<file path="config.mk">
export PLATFORM = sky130hd
export DESIGN_NAME = stack_replay_flat
export DESIGN_NICKNAME = d
export VERILOG_FILES = /design/src/rtl/stack_replay_if.sv /design/src/rtl/stack_replay.sv /design/src/flat_wrapper.sv
export SDC_FILE = /design/constraint.sdc
export NUM_CORES = 1
export LEC_CHECK = 0
export ABC_CLOCK_PERIOD_IN_PS = 2300
export BUFFER_PORTS_ARGS = -buffer_cell sky130_fd_sc_hd__buf_2
export CORE_MARGIN = 2
export CORE_UTILIZATION = 40
export CTS_CLUSTER_SIZE = 28
export DETAILED_ROUTE_END_ITERATION = 6
export HOLD_SLACK_MARGIN = 0.08
export PLACE_DENSITY = 0.59
export SETUP_SLACK_MARGIN = 0.02
export SLEW_MARGIN = 15
export SYNTH_ARGS = -nofsm -noshare
export SYNTH_HDL_FRONTEND = slang
export SYNTH_SLANG_ARGS = --single-unit
export TNS_END_PERCENT = 5
</file>
<file path="constraint.sdc">
create_clock -name clk -period 2.3 [get_ports clk]
set_input_delay 0.345 -clock clk [delete_from_list [all_inputs] [get_ports clk]]
set_output_delay 0.345 -clock clk [all_outputs]
set_load 0.02 [all_outputs]
</file>
<file path="src/rtl/stack_replay_if.sv">
// Handshake bundle between the replay sequencer, its controller and the symbol stack.
interface stack_replay_if #(
  parameter int DATA_WIDTH = 2
);
  logic                  start;
  logic                  abort;
  logic                  stk_empty;
  logic [DATA_WIDTH-1:0] stk_data;
  logic                  stk_pop;
  logic [DATA_WIDTH-1:0] sym_out;
  logic                  sym_valid;
  logic                  busy;
  logic                  done;

  modport master (
    output start, abort, stk_empty, stk_data,
    input  stk_pop, sym_out, sym_valid, busy, done
  );

  modport slave (
    input  start, abort, stk_empty, stk_data,
    output stk_pop, sym_out, sym_valid, busy, done
  );
endinterface

</file>
<file path="src/rtl/stack_replay.sv">
// Pops the symbol stack newest-first and presents each symbol for a fixed
// on-time followed by a blank gap, for slow LED/tone playback logic.
module stack_replay #(
  parameter int DATA_WIDTH = 2,
  parameter int ON_CYCLES  = 8,
  parameter int GAP_CYCLES = 4,
  parameter int CNT_WIDTH  = 8
) (
  input  logic           clk,
  input  logic           rst_n,
  stack_replay_if.slave  bus
);

  localparam logic [CNT_WIDTH-1:0] ON_LOAD  = CNT_WIDTH'(ON_CYCLES - 1);
  localparam logic [CNT_WIDTH-1:0] GAP_LOAD = CNT_WIDTH'(GAP_CYCLES - 1);

  typedef enum logic [2:0] {
    IDLE,
    POP,
    CAPTURE,
    SHOW,
    GAP,
    FINISH
  } state_t;

  state_t                state_q, state_d;
  logic [CNT_WIDTH-1:0]  counter_q, counter_d;
  logic                  last_q, last_d;
  logic [DATA_WIDTH-1:0] sym_out_q, sym_out_d;
  logic                  sym_valid_q, sym_valid_d;
  logic                  stk_pop_q, stk_pop_d;
  logic                  busy_q, busy_d;
  logic                  done_q, done_d;

  always_ff @(posedge clk or negedge rst_n) begin
    if (!rst_n) begin
      state_q     <= IDLE;
      counter_q   <= '0;
      last_q      <= 1'b0;
      sym_out_q   <= '0;
      sym_valid_q <= 1'b0;
      stk_pop_q   <= 1'b0;
      busy_q      <= 1'b0;
      done_q      <= 1'b0;
    end else begin
      state_q     <= state_d;
      counter_q   <= counter_d;
      last_q      <= last_d;
      sym_out_q   <= sym_out_d;
      sym_valid_q <= sym_valid_d;
      stk_pop_q   <= stk_pop_d;
      busy_q      <= busy_d;
      done_q      <= done_d;
    end
  end

  // Outputs are computed for the state being entered so that every output is a flop.
  always_comb begin
    state_d     = state_q;
    counter_d   = counter_q;
    last_d      = last_q;
    sym_out_d   = sym_out_q;
    sym_valid_d = sym_valid_q;
    stk_pop_d   = 1'b0;
    busy_d      = busy_q;
    done_d      = 1'b0;

    case (state_q)
      IDLE: begin
        if (bus.start && !bus.abort) begin
          if (!bus.stk_empty) begin
            state_d   = POP;
            stk_pop_d = 1'b1;
            busy_d    = 1'b1;
          end else begin
            state_d = FINISH;
            done_d  = 1'b1;
            busy_d  = 1'b0;
          end
        end
      end
      POP: begin
        state_d = CAPTURE;
      end
      CAPTURE: begin
        sym_out_d   = bus.stk_data;
        sym_valid_d = 1'b1;
        last_d      = bus.stk_empty;
        counter_d   = ON_LOAD;
        state_d     = SHOW;
      end
      SHOW: begin
        if (counter_q == '0) begin
          sym_valid_d = 1'b0;
          counter_d   = GAP_LOAD;
          state_d     = GAP;
        end else begin
          counter_d = counter_q - 1'b1;
        end
      end
      GAP: begin
        if (counter_q == '0) begin
          // The live empty flag is rechecked so a pop is never issued on an empty stack.
          if (last_q || bus.stk_empty) begin
            state_d = FINISH;
            done_d  = 1'b1;
            busy_d  = 1'b0;
          end else begin
            state_d   = POP;
            stk_pop_d = 1'b1;
          end
        end else begin
          counter_d = counter_q - 1'b1;
        end
      end
      FINISH: begin
        state_d = IDLE;
        busy_d  = 1'b0;
      end
      default: begin
        state_d = IDLE;
        busy_d  = 1'b0;
      end
    endcase

    if (bus.abort && state_q != IDLE && state_q != FINISH) begin
      state_d     = IDLE;
      stk_pop_d   = 1'b0;
      sym_valid_d = 1'b0;
      busy_d      = 1'b0;
      done_d      = 1'b0;
      counter_d   = '0;
    end
  end

  assign bus.stk_pop   = stk_pop_q;
  assign bus.sym_out   = sym_out_q;
  assign bus.sym_valid = sym_valid_q;
  assign bus.busy      = busy_q;
  assign bus.done      = done_q;

endmodule

</file>
<file path="src/flat_wrapper.sv">
// flat-port wrapper written by rule: the top's interface ports become plain ports
module stack_replay_flat 
#(
  parameter int DATA_WIDTH = 2,
  parameter int ON_CYCLES  = 8,
  parameter int GAP_CYCLES = 4,
  parameter int CNT_WIDTH  = 8
)
  (clk, rst_n, bus_start, bus_abort, bus_stk_empty, bus_stk_data, bus_stk_pop, bus_sym_out, bus_sym_valid, bus_busy, bus_done);
  stack_replay_if #(.DATA_WIDTH(DATA_WIDTH)) bus_i ();
  input  logic clk;
  input  logic rst_n;
  input wire logic [$bits(bus_i.start)-1:0] bus_start;
  input wire logic [$bits(bus_i.abort)-1:0] bus_abort;
  input wire logic [$bits(bus_i.stk_empty)-1:0] bus_stk_empty;
  input wire logic [$bits(bus_i.stk_data)-1:0] bus_stk_data;
  output wire logic [$bits(bus_i.stk_pop)-1:0] bus_stk_pop;
  output wire logic [$bits(bus_i.sym_out)-1:0] bus_sym_out;
  output wire logic [$bits(bus_i.sym_valid)-1:0] bus_sym_valid;
  output wire logic [$bits(bus_i.busy)-1:0] bus_busy;
  output wire logic [$bits(bus_i.done)-1:0] bus_done;
  assign bus_i.start = bus_start;
  assign bus_i.abort = bus_abort;
  assign bus_i.stk_empty = bus_stk_empty;
  assign bus_i.stk_data = bus_stk_data;
  assign bus_stk_pop = bus_i.stk_pop;
  assign bus_sym_out = bus_i.sym_out;
  assign bus_sym_valid = bus_i.sym_valid;
  assign bus_busy = bus_i.busy;
  assign bus_done = bus_i.done;
  stack_replay #(.DATA_WIDTH(DATA_WIDTH), .ON_CYCLES(ON_CYCLES), .GAP_CYCLES(GAP_CYCLES), .CNT_WIDTH(CNT_WIDTH)) u_core (.clk(clk), .rst_n(rst_n), .bus(bus_i));
endmodule
</file>
### Word level (Yosys, flattened, before mapping)

Index checks and enable logic that the tools add are counted.
W data, S select, Z words.

| cells by class | value |
|---|---|
| add/sub/neg operators | 1 |
| eq/ne operators | 11 |
| muxes and demuxes | 31 |
| reduce and logical (&&, ||, !) cells | 15 |

Operators with widths:

| kind | count |
|---|---|
| $mux W8 | 3 |
| $pmux W8 S3 | 1 |
| $mux W3 | 6 |
| $mux W1 | 16 |
| $pmux W3 S5 | 1 |
| $ne A3 B1 Y1 const B | 4 |
| $logic_not A8 Y1 | 1 |
| $sub A8 B1 Y8 const B | 1 |
| $eq A3 B2 Y1 const B | 2 |
| $ne A3 B3 Y1 const B | 2 |
| $pmux W1 S2 | 3 |
| $reduce_bool A3 Y1 | 2 |
| $reduce_and A2 Y1 | 2 |
| $reduce_and A4 Y1 | 1 |
| $reduce_bool A4 Y1 | 1 |
| $eq A3 B1 Y1 const B | 1 |
| $eq A3 B3 Y1 const B | 1 |
| $logic_and A1 B1 Y1 | 3 |
| $logic_not A3 Y1 | 1 |
| $pmux W1 S3 | 1 |
| $reduce_and A3 Y1 | 1 |
| $reduce_or A3 Y1 | 1 |
| $ne A2 B1 Y1 const B | 1 |
| $logic_not A1 Y1 | 1 |
| $logic_or A1 B1 Y1 | 1 |

| word-level totals | value |
|---|---|
| register bits | 18 |
| input port bits | 7 |
| output and inout bits | 6 |
| word-level logic and storage cells | 66 |

### Depth between registers and ports, before layout

| logic depth | value |
|---|---|
| word-level depth | 5 |
| mapped depth | 7 |
| gate-level depth less buffers | 6 |

### Worst setup path after synthesis

Ideal clock, no wire load.

| timing path | value |
|---|---|
| kind | flip-flop to flip-flop |
| start point | reg u_core.counter_q[0] |
| end point | reg u_core.sym_valid_q (netlist: u_core.bus.sym_valid) |
| setup time | 119 ps |
| data arrival time | 1686 ps |
| required time | 2181 ps |
| setup slack | 495 ps |
| cell stages (with the launch flop) | 8 |
| path buffers | 1 |
| clock period less this slack | 1805 ps |
| cell sequence | dfrtp_1 > inv_1 > ha_1 > or3b_2 > buf_2 > o31ai_1 > o21ai_0 > and2_1 |

| between the ends | value |
|---|---|
| cells in the longest elaborated chain, start to end | 3 |

Ends and longest elaborated chain:

| item | RTL line | source |
|---|---|---|
| from (decl) | stack_replay.sv:27 | `logic [CNT_WIDTH-1:0] counter_q, counter_d;` |
| from (signal assigned) | stack_replay.sv:47 | `counter_q <= counter_d;` |
| $logic_not A8 Y1 | stack_replay.sv:93 | `if (counter_q == '0) begin` |
| $ne A3 B1 Y1 (no source line) | -- |  |
| $reduce_and A2 Y1 (no source line) | -- |  |
| to (signal assigned) | stack_replay.sv:50 | `sym_valid_q <= sym_valid_d;` |
| to (decl) | stack_replay.sv:30 | `logic sym_valid_q, sym_valid_d;` |

Every way passes these cells.
A chain may end at the register's enable or synchronous reset.

### Worst setup path in the final report

Same ends and word-level chain as after synthesis.

==> flow_summary.json <==
{
  "outcome": "finished clean",
  "postCtsHoldBufs": 1,
  "crit_path_end_kind": "flop",
  "maxCapViolCount": 0,
  "syn2layout_area_growth_pct": 11.0,
  "hold_start": "bus_stk_data[0]",
  "yosys_most_used_dff": "dfrtp_1",
  "relSlewSlack_pct": 59.4,
  "io_pins": 13,
  "tns_ns": 0,
  "tightest_slew_ns": 0.603,
  "synth_area_leader_cell": "dfrtp_1",
  "r2r_setup_slack_ns": 0.35,
  "p_sw_uw": 483,
  "first_pass_iters": 4,
  "synth_common_cells": "dfrtp_1 (18), inv_1 (8), nand3_1 (8)",
  "p_total_mw": 1.19,
  "drt-initial-drc-count": 23,
  "power.share.sequential_pct": 40.9,
  "cts_buffer_depth": 2,
  "cts_root_buffer": "clkbuf_4",
  "p_clk_share_pct": 16.5,
  "synth_top_area_share_pct": 38.6,
  "synth_cell_types": 44,
  "rows": 19,
  "core_area_sq_mm": 0.00276,
  "clk_latency_ns": 0.30,
  "startpoint_type": "flop",
  "cts_max_level": 1,
  "yosysWarningCount": 0,
  "cts_inserted_buffers": 3,
  "grt_util_all_layers_pct": 16.4,
  "viasPerCell": 5.81,
  "path_class": "flop to flop",
  "antenna_cells": 0,
  "synth_cells": 126,
  "die-width_um": 58.0,
  "cp_max_fo": 6,
  "hold_viol": 0,
  "syn-cell-area_sq_mm": 0.00117,
  "grt_overflow": 0,
  "synthTopCellsByArea": "dfrtp_1 (39%), o211ai_1 (3.9%), nand3_1 (3.4%)",
  "combPwrFrac_pct": 42.7,
  "synth.yosys.seq_area_share_pct": 38.6,
  "clock_skew_ns": 0.00564,
  "post-cts-setup-buffers": 0,
  "slew_viol_final": 0,
  "ys_async_sr_fraction_pct": 100,
  "worstPathCellList": "inv_1 > ha_1 > or3b_2 > o31ai_1 > o21ai_0 > and2_1",
  "clkTransAtPathRegs_ns": 0.10,
  "fill_cells": 261,
  "wl_per_cell_um": 14.6,
  "drc": 0,
  "p_leak_nw": 0.544,
  "first_global_vias": 855,
  "fin_nets": 148,
  "worst-endpoint-arrival_ns": 2.14,
  "dieArea_sq_mm": 0.00337,
  "fin_crit_sh_pct": 84.8,
  "avgSynthCellArea_sq_um": 9.26,
  "dp_cells": 165,
  "critPathMaxStageDelay_ns": 0.56,
  "p_int_uw": 709,
  "cts_tree": "yes",
  "p_per_area_mw_per_mm2": 920,
  "cts_sinks": 18,
  "vdd_drop_max_mv": 0.579,
  "die_height_um": 58.0,
  "drive_gt1_share_pct": 21.6,
  "required_ns": 2.49,
  "finalSetupViolations": 0,
  "fmax_ghz": 0.513,
  "r2r_end": "u_core.bus.sym_valid",
  "reg2reg_depth": 6,
  "synth_most_common_cell": "dfrtp_1",
  "holdPathEnd": "u_core.bus.sym_out[0]",
  "start_util_pct": 42.3,
  "vias": 988,
  "synth_edf_count": 0,
  "rsz0062_at_grt": "false",
  "gp_congestion": 0.797,
  "detail-route-antenna-nets": 0,
  "ys_ff_latch": 18,
  "grt_max_degree": 19,
  "switching_share_pct": 40.5,
  "wl_mm": 2.49,
  "antenna_found_initial": 0,
  "cts_resized": 0,
  "hold_path_depth": 2,
  "portBuffers": 12,
  "hpwl_mm": 1.86,
  "r2r_start": "u_core.counter_q[0]",
  "hold_class": "primary input to flop",
  "final_cells": 170,
  "slowest_stage": "or3b_2",
  "grt_pass1_wl_mm": 4.14,
  "period_needed_ns": 1.95,
  "synthesis.nets": 134
}
==> how the worst max path moves through the flow <==
stage                                    from              endpoint  slack, ns
after global placement    u_core.counter_q[0]   u_core.counter_q[4]       0.44
after global routing      u_core.counter_q[0]    u_core.bus.stk_pop       0.17
after detailed placement  u_core.counter_q[0]  u_core.bus.sym_valid       0.39
after CTS                 u_core.counter_q[0]  u_core.bus.sym_valid       0.35
final                     u_core.counter_q[0]  u_core.bus.sym_valid       0.35
after floorplan           u_core.counter_q[0]  u_core.bus.sym_valid       0.49
==> stage by stage <==
stage | setup WS, ns | util (%) | hold WS (ns) | instance area, sq um
finish | 0.349 | 47.0 | 0.280 | 1300
global route | 0.169 | 47.0 | 0.238 | 1300
CTS | 0.354 | 47.0 | 0.262 | 1300
detailed placement | 0.387 | 45.3 | 0.311 | 1250
global placement | 0.440 | 45.3 | 0.306 | 1250
floorplan | 0.495 | - | 0.0494 | 1170
==> final cells by class <==
type / count / area (sq um) / area share, %
clock buffers: 4 / 36.3 / 2.80
inverters: 8 / 30.0 / 2.32
repair buffers: 15 / 85.1 / 6.56
well taps: 31 / 38.8 / 2.99
flip-flops and latches: 18 / 450 / 34.7
multi-input cells: 94 / 656 / 50.6
==> layer usage <==
layer	share of wire [%]	track usage, %
met1	51	23.7
met2	44	24.2
met3	3.8	4.69
met4	0.84	3.99
met5	0	0
==> registers in the layout, indices dropped and copies added, names as in the netlist <==
| signal | cells |
|---|---|
| u_core.state_q | 3 |
| u_core.bus.sym_out | 2 |
| u_core.counter_q | 8 |
| u_core.bus.busy | 1 |
| u_core.bus.stk_pop | 1 |
| u_core.bus.done | 1 |
| u_core.last_q | 1 |
| u_core.bus.sym_valid | 1 |
==> power by group through the flow <==
stage	Clock, mW	Sequential (mW)	Combinational (mW)
after floorplan	0	0.510	0.372
after global placement	0	0.490	0.507
after detailed placement	0	0.492	0.511
after CTS	0.208	0.486	0.513
after global routing	0.229	0.501	0.568
final	0.196	0.487	0.509
==> critical path: cells and delay by family (launching register included) <==
family | cells | cell delay, ns
AND/OR/NAND/NOR | 2 | 0.73
flip-flops | 1 | 0.41
AO/OA/AOI/OAI | 2 | 0.37
adder cells (fa/ha/maj) | 1 | 0.21
buffers and inverters | 1 | 0.12
==> cell families after synthesis <==
group / Yosys count / share of synthesized area (%)
flip-flops: 18 / 38.6
AND/OR/NAND/NOR: 43 / 22.7
adder cells (fa/ha/maj): 1 / 1.07
multiplexers: 2 / 1.93
AO/OA/AOI/OAI: 47 / 29.7
XOR/XNOR: 1 / 0.750
buffers and inverters: 14 / 5.25
==> layout by cell type (no fill, tap or decap), types with 2 or more instances in the layout <==
| cell type | instances |
|---|---|
| nand2b_1 | 4 |
| o211ai_1 | 6 |
| dfrtp_1 | 18 |
| nor2_1 | 5 |
| and2_1 | 2 |
| nand2_1 | 6 |
| a21oi_1 | 5 |
| buf_4 | 2 |
| o21a_1 | 4 |
| mux2_2 | 2 |
| buf_2 | 12 |
| inv_1 | 8 |
| a221oi_2 | 2 |
| o31ai_1 | 2 |
| nor3b_2 | 2 |
| nor3_1 | 3 |
| o21ai_0 | 7 |
| o22ai_1 | 5 |
| nor2b_1 | 3 |
| a22o_1 | 2 |
| nand3_1 | 8 |
| clkbuf_4 | 3 |
| a31oi_1 | 4 |
| a211oi_1 | 2 |
(Power assumes the default switching activity.)
